`config.mk`:
```
export PLATFORM = sky130hd
export DESIGN_NAME = seq_divider_flat
export DESIGN_NICKNAME = d
export VERILOG_FILES = /design/src/rtl/seq_divider_if.sv /design/src/rtl/seq_divider.sv /design/src/flat_wrapper.sv
export SDC_FILE = /design/constraint.sdc
export NUM_CORES = 1
export LEC_CHECK = 0
export CAP_MARGIN = 20
export CORE_UTILIZATION = 48
export CTS_CLUSTER_DIAMETER = 50
export CTS_CLUSTER_SIZE = 30
export DETAILED_ROUTE_END_ITERATION = 12
export GPL_ROUTABILITY_DRIVEN = 0
export HOLD_SLACK_MARGIN = 0.03
export PLACE_DENSITY = 0.79
export SLEW_MARGIN = 20
export SYNTH_ARGS = -nofsm -noshare
export SYNTH_HDL_FRONTEND = slang
export SYNTH_SLANG_ARGS = --single-unit
```
`constraint.sdc`:
```
create_clock -name clk -period 5.34 [get_ports clk]
set_clock_uncertainty 0.2 [all_clocks]
set_input_delay 1.068 -clock clk [delete_from_list [all_inputs] [get_ports clk]]
set_output_delay 1.068 -clock clk [all_outputs]
set_load 0.02 [all_outputs]
```
`src/rtl/seq_divider_if.sv`:
```
// ----------------------------------------------------------------------------
// seq_divider_if
//   Request/response bundle between the execute stage and seq_divider.
//
//   start  : one-cycle launch request (execute -> divider)
//   op     : funct3[1:0]; 00 DIV, 01 DIVU, 10 REM, 11 REMU
//   rs1    : dividend
//   rs2    : divisor
//   flush  : synchronous abort from branch/hazard logic
//   busy   : high while an iterative division is running (divider -> core)
//   done   : one-cycle pulse, result valid in the same cycle
//   result : quotient or remainder, held until the next done
//
//   master : execute-stage side; slave : divider side.
// ----------------------------------------------------------------------------
interface seq_divider_if #(
    parameter int XLEN = 32
);
    logic            start;
    logic [1:0]      op;
    logic [XLEN-1:0] rs1;
    logic [XLEN-1:0] rs2;
    logic            flush;
    logic            busy;
    logic            done;
    logic [XLEN-1:0] result;

    modport master (
        output start, op, rs1, rs2, flush,
        input  busy, done, result
    );

    modport slave (
        input  start, op, rs1, rs2, flush,
        output busy, done, result
    );
endinterface

```
`src/rtl/seq_divider.sv`:
```
// ----------------------------------------------------------------------------
// seq_divider
//   Radix-2 restoring divider for RV32M DIV/DIVU/REM/REMU. One quotient bit
//   is produced per cycle on operand magnitudes; signs are reapplied on the
//   edge that enters FIN. Divide-by-zero and signed overflow (MIN / -1)
//   bypass the iteration and go straight to FIN.
//
//   Ports:
//     clk  : system clock, rising edge
//     rst  : asynchronous, active-high reset
//     bus  : seq_divider_if slave modport (start/op/rs1/rs2/flush in,
//            busy/done/result out)
//
//   done is registered and is high exactly while the FSM sits in FIN.
// ----------------------------------------------------------------------------
module seq_divider #(
    parameter  int XLEN  = 32,
    localparam int CNT_W = $clog2(XLEN) + 1
) (
    input  logic          clk,
    input  logic          rst,
    seq_divider_if.slave  bus
);

    typedef enum logic [1:0] {
        IDLE = 2'd0,
        BUSY = 2'd1,
        FIN  = 2'd2
    } state_t;

    localparam logic [XLEN-1:0] MIN_S = {1'b1, {(XLEN-1){1'b0}}};

    state_t          state_q;
    logic [1:0]      op_q;
    logic            neg_quo_q;
    logic            neg_rem_q;
    logic [XLEN-1:0] rem_q;
    logic [XLEN-1:0] quo_q;
    logic [XLEN-1:0] dvsr_q;
    logic [CNT_W-1:0] cnt_q;
    logic            busy_q;
    logic            done_q;
    logic [XLEN-1:0] result_q;

    logic [XLEN:0]   rem_sh;
    logic [XLEN:0]   rem_diff;
    logic            fits;
    logic [XLEN-1:0] rem_d;
    logic [XLEN-1:0] quo_d;
    logic [XLEN-1:0] final_d;
    logic            is_signed;
    logic            div_zero;
    logic            sovf;

    // Two's-complement magnitude of a signed operand; MIN maps to 2^(XLEN-1),
    // which is still representable as an unsigned XLEN-bit value.
    function automatic logic [XLEN-1:0] abs_val(input logic signed [XLEN-1:0] v);
        return v[XLEN-1] ? (~v + XLEN'(1)) : v;
    endfunction

    function automatic logic [XLEN-1:0] apply_sign(input logic [XLEN-1:0] v,
                                                   input logic            neg);
        return neg ? (~v + XLEN'(1)) : v;
    endfunction

    assign is_signed = ~bus.op[0];
    assign div_zero  = (bus.rs2 == '0);
    assign sovf      = is_signed && (bus.rs1 == MIN_S) && (bus.rs2 == '1);

    // The shifted partial remainder needs XLEN+1 bits: with an unsigned
    // divisor above 2^(XLEN-1) it can exceed XLEN bits before subtraction.
    // The top bit of the difference is the borrow.
    always_comb begin
        rem_sh   = {rem_q, quo_q[XLEN-1]};
        rem_diff = rem_sh - {1'b0, dvsr_q};
        fits     = ~rem_diff[XLEN];
        rem_d    = fits ? rem_diff[XLEN-1:0] : rem_sh[XLEN-1:0];
        quo_d    = {quo_q[XLEN-2:0], fits};
        final_d  = op_q[1] ? apply_sign(rem_d, neg_rem_q)
                           : apply_sign(quo_d, neg_quo_q);
    end

    always_ff @(posedge clk or posedge rst) begin
        if (rst) begin
            state_q   <= IDLE;
            op_q      <= '0;
            neg_quo_q <= 1'b0;
            neg_rem_q <= 1'b0;
            rem_q     <= '0;
            quo_q     <= '0;
            dvsr_q    <= '0;
            cnt_q     <= '0;
            busy_q    <= 1'b0;
            done_q    <= 1'b0;
            result_q  <= '0;
        end else begin
            done_q <= 1'b0;
            if (bus.flush) begin
                // Abort wins over start and over FIN; result is left as is.
                state_q <= IDLE;
                busy_q  <= 1'b0;
            end else begin
                case (state_q)
                    IDLE: begin
                        if (bus.start) begin
                            if (div_zero) begin
                                result_q <= bus.op[1] ? bus.rs1 : '1;
                                done_q   <= 1'b1;
                                state_q  <= FIN;
                            end else if (sovf) begin
                                result_q <= bus.op[1] ? '0 : MIN_S;
                                done_q   <= 1'b1;
                                state_q  <= FIN;
                            end else begin
                                op_q      <= bus.op;
                                neg_quo_q <= is_signed & (bus.rs1[XLEN-1] ^ bus.rs2[XLEN-1]);
                                neg_rem_q <= is_signed & bus.rs1[XLEN-1];
                                quo_q     <= is_signed ? abs_val(bus.rs1) : bus.rs1;
                                dvsr_q    <= is_signed ? abs_val(bus.rs2) : bus.rs2;
                                rem_q     <= '0;
                                cnt_q     <= '0;
                                busy_q    <= 1'b1;
                                state_q   <= BUSY;
                            end
                        end
                    end
                    BUSY: begin
                        rem_q <= rem_d;
                        quo_q <= quo_d;
                        cnt_q <= cnt_q + CNT_W'(1);
                        if (cnt_q == CNT_W'(XLEN - 1)) begin
                            result_q <= final_d;
                            done_q   <= 1'b1;
                            busy_q   <= 1'b0;
                            state_q  <= FIN;
                        end
                    end
                    FIN: begin
                        state_q <= IDLE;
                    end
                    default: begin
                        state_q <= IDLE;
                        busy_q  <= 1'b0;
                    end
                endcase
            end
        end
    end

    assign bus.busy   = busy_q;
    assign bus.done   = done_q;
    assign bus.result = result_q;

endmodule

```
`src/flat_wrapper.sv`:
```
// flat-port wrapper written by rule: the top's interface ports become plain ports
module seq_divider_flat 
#(
    parameter  int XLEN  = 32,
    localparam int CNT_W = $clog2(XLEN) + 1
)
  (clk, rst, bus_start, bus_op, bus_rs1, bus_rs2, bus_flush, bus_busy, bus_done, bus_result);
  seq_divider_if #(.XLEN(XLEN)) bus_i ();
  input  logic clk;
  input  logic rst;
  input wire logic [$bits(bus_i.start)-1:0] bus_start;
  input wire logic [$bits(bus_i.op)-1:0] bus_op;
  input wire logic [$bits(bus_i.rs1)-1:0] bus_rs1;
  input wire logic [$bits(bus_i.rs2)-1:0] bus_rs2;
  input wire logic [$bits(bus_i.flush)-1:0] bus_flush;
  output wire logic [$bits(bus_i.busy)-1:0] bus_busy;
  output wire logic [$bits(bus_i.done)-1:0] bus_done;
  output wire logic [$bits(bus_i.result)-1:0] bus_result;
  assign bus_i.start = bus_start;
  assign bus_i.op = bus_op;
  assign bus_i.rs1 = bus_rs1;
  assign bus_i.rs2 = bus_rs2;
  assign bus_i.flush = bus_flush;
  assign bus_busy = bus_i.busy;
  assign bus_done = bus_i.done;
  assign bus_result = bus_i.result;
  seq_divider #(.XLEN(XLEN)) u_core (.clk(clk), .rst(rst), .bus(bus_i));
endmodule
```
==> reports/qor.csv <==
metric,value,unit
nNetsFinal,1708,
cts_root_buf,clkbuf_16,
rows,57,
syn_to_final_growth,16.1,%
cts_tree,yes,
post_cts_resized,0,
cts_sinks,141,
clk_pin_slew_worst_paths,0.06,ns
end_kind,flop,
grt_max_degree,105,
outcome,finished clean,
place.detailed.hpwl,27100,µm
cts_setup_buffers,0,
synth_edf_count,0,
wirelength,36300,µm
yosysWarningCount,0,
vias,12200,
port-buffer-count,103,
synth_ff_type,dfrtp_1,
netlist_area,0.0119,mm²
dp_cells,1904,
viasPerCell,6.32,
synth_top_area_share,0.297,
grt_pass1_vias,11700,
synthesis.nets,1649,
setup_viol,0,
wl_per_cell,18.7,µm
tightest_slew,1.16,ns
hold_viol_final,0,
ys_types,84,
grt_pass1_wl,59600,µm
cp.arrival,4.99,ns
synth_top_cell_by_area,dfrtp_1,
power.density,649,mW/mm²
seq_area_frac_synth,0.297,
dr.pass1.iters,6,
dieArea,0.0254,mm²
drc,0,
drive_gt1_frac,0.0645,
design_area,0.0138,mm²
clockBufferDepth,2,
drt_iter0_markers,1368,
cts_hold_buffers,0,
io_pins,104,
setup.worst_path.start_class,flop,
synthArstFlopShare,1.00,
final.setup.tns,0,ns
numCtsBuffers,17,
die_h,159,µm
fin_crit_sh,0.916,
ys_seq_elements,141,
max-cap-violations,0,
required,5.44,ns
htreeDepth,4,
timing.fmax,204,MHz
layout_min_cycle_time,4.89,ns
drtAntennaViolNets,0,
max-vdd-ir-drop,0.447,mV
stdcell_count,1936,
slew_violations,0,
rsz0062_at_grt,false,
cp_max_fo,7,
avgSynthCellArea,7.72,µm²
place_area,0.0132,mm²
slew-limit-headroom,0.215,
coreArea,0.0243,mm²
synth_cells,1540,
p_leak,5.45,nW
start_util,0.489,
track_usage,0.289,
synth.area.top_cells,"dfrtp_1, o21ai_0, xnor2_1, nand2_1, a21oi_1",
path_class,reg -> reg,
utilization,0.568,
hold_path.class,reg -> reg,
die-width,159,µm
antenna_found_initial,0,
n_antenna_cell,0,
grt.overflow.total,0,
worstSkewPairLatency,0.44,ns
fillCellCount,2159,
## final timing paths
path / start / to / slack, ns / cells past startpoint
setup / recovery: u_core.quo_q[31]$_DFFE_PP0P_ / u_core.bus.result[26]$_DFFE_PP0P_ / 0.45 / 19
hold / removal: u_core.bus.result[13]$_DFFE_PP0P_ / u_core.bus.result[13]$_DFFE_PP0P_ / 0.28 / 2
setup reg to reg: u_core.quo_q[31]$_DFFE_PP0P_ / u_core.bus.result[26]$_DFFE_PP0P_ / 0.45 / 19
hold reg to reg: u_core.bus.result[13]$_DFFE_PP0P_ / u_core.bus.result[13]$_DFFE_PP0P_ / 0.28 / 2
max in group asynchronous: rst / u_core.rem_q[18]$_DFFE_PP0P_ / 2.99 / 3
min in group asynchronous: rst / u_core.quo_q[4]$_DFFE_PP0P_ / 1.00 / 2
## sequential cells by signal (all words and copies together), names as in the netlist, 2 cells and up
signal,cells
u_core.bus.result,32
u_core.cnt_q,6
u_core.dvsr_q,32
u_core.quo_q,32
u_core.rem_q,32
u_core.state_q,2
## critical path, stage by stage, from the launching register on
cell,delay (ns)
dfrtp_1,0.44
inv_1,0.09
ha_1,0.22
fa_1,0.42
nand2b_1,0.22
a211oi_4,0.39
o21ba_2,0.24
o21ai_1,0.10
a21oi_2,0.29
nor2_8,0.07
inv_2,0.11
nor2_1,0.06
a21oi_1,0.23
ha_1,0.22
inv_1,0.09
o31ai_1,0.47
o211ai_1,0.21
o41ai_1,0.42
xor2_1,0.17
o21ai_0,0.11
## routing by layer
layer / GRT usage / vias up / routed length, µm
li1: - / 5706 / -
met1: 0.381 / 5824 / 15300
met2: 0.459 / 560 / 16700
met3: 0.0419 / 137 / 2390
met4: 0.154 / 0 / 1850
met5: 0 / - / 0
## where the power goes
part / total [mW] / internal [mW] / switching, mW
registers: 1.79 / 1.39 / 0.392
clock network: 1.26 / 0.745 / 0.518
logic: 5.92 / 2.26 / 3.65
total: 8.97 / 4.40 / 4.56
## kinds of logic (layout without fill, tap and decap cells)
| family | Yosys count | after routing | synth area share |
|---|---|---|---|
| AO/OA/AOI/OAI | 514 | 514 | 0.268 |
| XOR/XNOR | 133 | 133 | 0.0980 |
| adder cells (fa/ha/maj) | 39 | 39 | 0.0417 |
| buffers and inverters | 150 | 222 | 0.0517 |
| flip-flops | 141 | 141 | 0.297 |
| multiplexers | 32 | 32 | 0.0275 |
| AND/OR/NAND/NOR | 531 | 531 | 0.217 |
## Yosys cell counts (9+ instances only)
cell type,number
nand2_1,189
o31ai_1,26
nor2_1,144
or3_1,22
nand4_1,17
buf_2,17
clkbuf_1,62
nand3_1,22
a211oi_1,10
o41ai_1,21
nor2b_1,11
a31oi_1,18
ha_1,38
xor2_1,50
a21o_1,14
o211ai_1,13
nand2b_1,12
xnor2_1,83
nor4_1,18
o21ai_0,194
or4_1,14
dfrtp_1,141
mux2i_1,27
nor3_1,32
inv_1,59
a21oi_1,123
o21ai_1,9
## area by class of cell
class	instances	area (µm²)	share of cell area
Sequential cell	141	3530	0.256
Timing Repair Buffer	130	1260	0.0912
Clock buffer	18	429	0.0311
Clock inverter	14	183	0.0132
Inverter	60	230	0.0167
Tap cell	324	405	0.0294
Multi-Input combinational cell	1249	7770	0.563
## layout by cell type (no fill, tap or decap), drive strengths merged, types with 8 or more instances in the layout
master         count
a21oi            127
nand4             17
xnor2             83
o31ai             28
o21a               8
o211ai            13
inv               66
clkdlybuf4s50    103
o41ai             22
nor4              19
or4               14
nor3              37
and2               8
o21ai            203
a21o              14
buf               27
nand2b            12
dfrtp            141
ha                38
nor2b             12
clkbuf            18
xor2              50
a211oi            12
mux2i             27
or3               24
a221oi             8
nand3             22
a31oi             18
nor2             145
nand2            189
## through the flow
step / hold WS [ns] / power (mW) / setup WS, ns
after floorplan: 0.256 / 6.00 / 0.291
after global placement: 0.269 / 7.37 / 0.409
after detailed placement: 0.273 / 7.50 / 0.356
after CTS: 0.287 / 8.80 / 0.528
after global routing: 0.325 / 9.56 / 0.135
final: 0.280 / 8.97 / 0.449
Note: power is estimated with default switching activity, not from simulation.
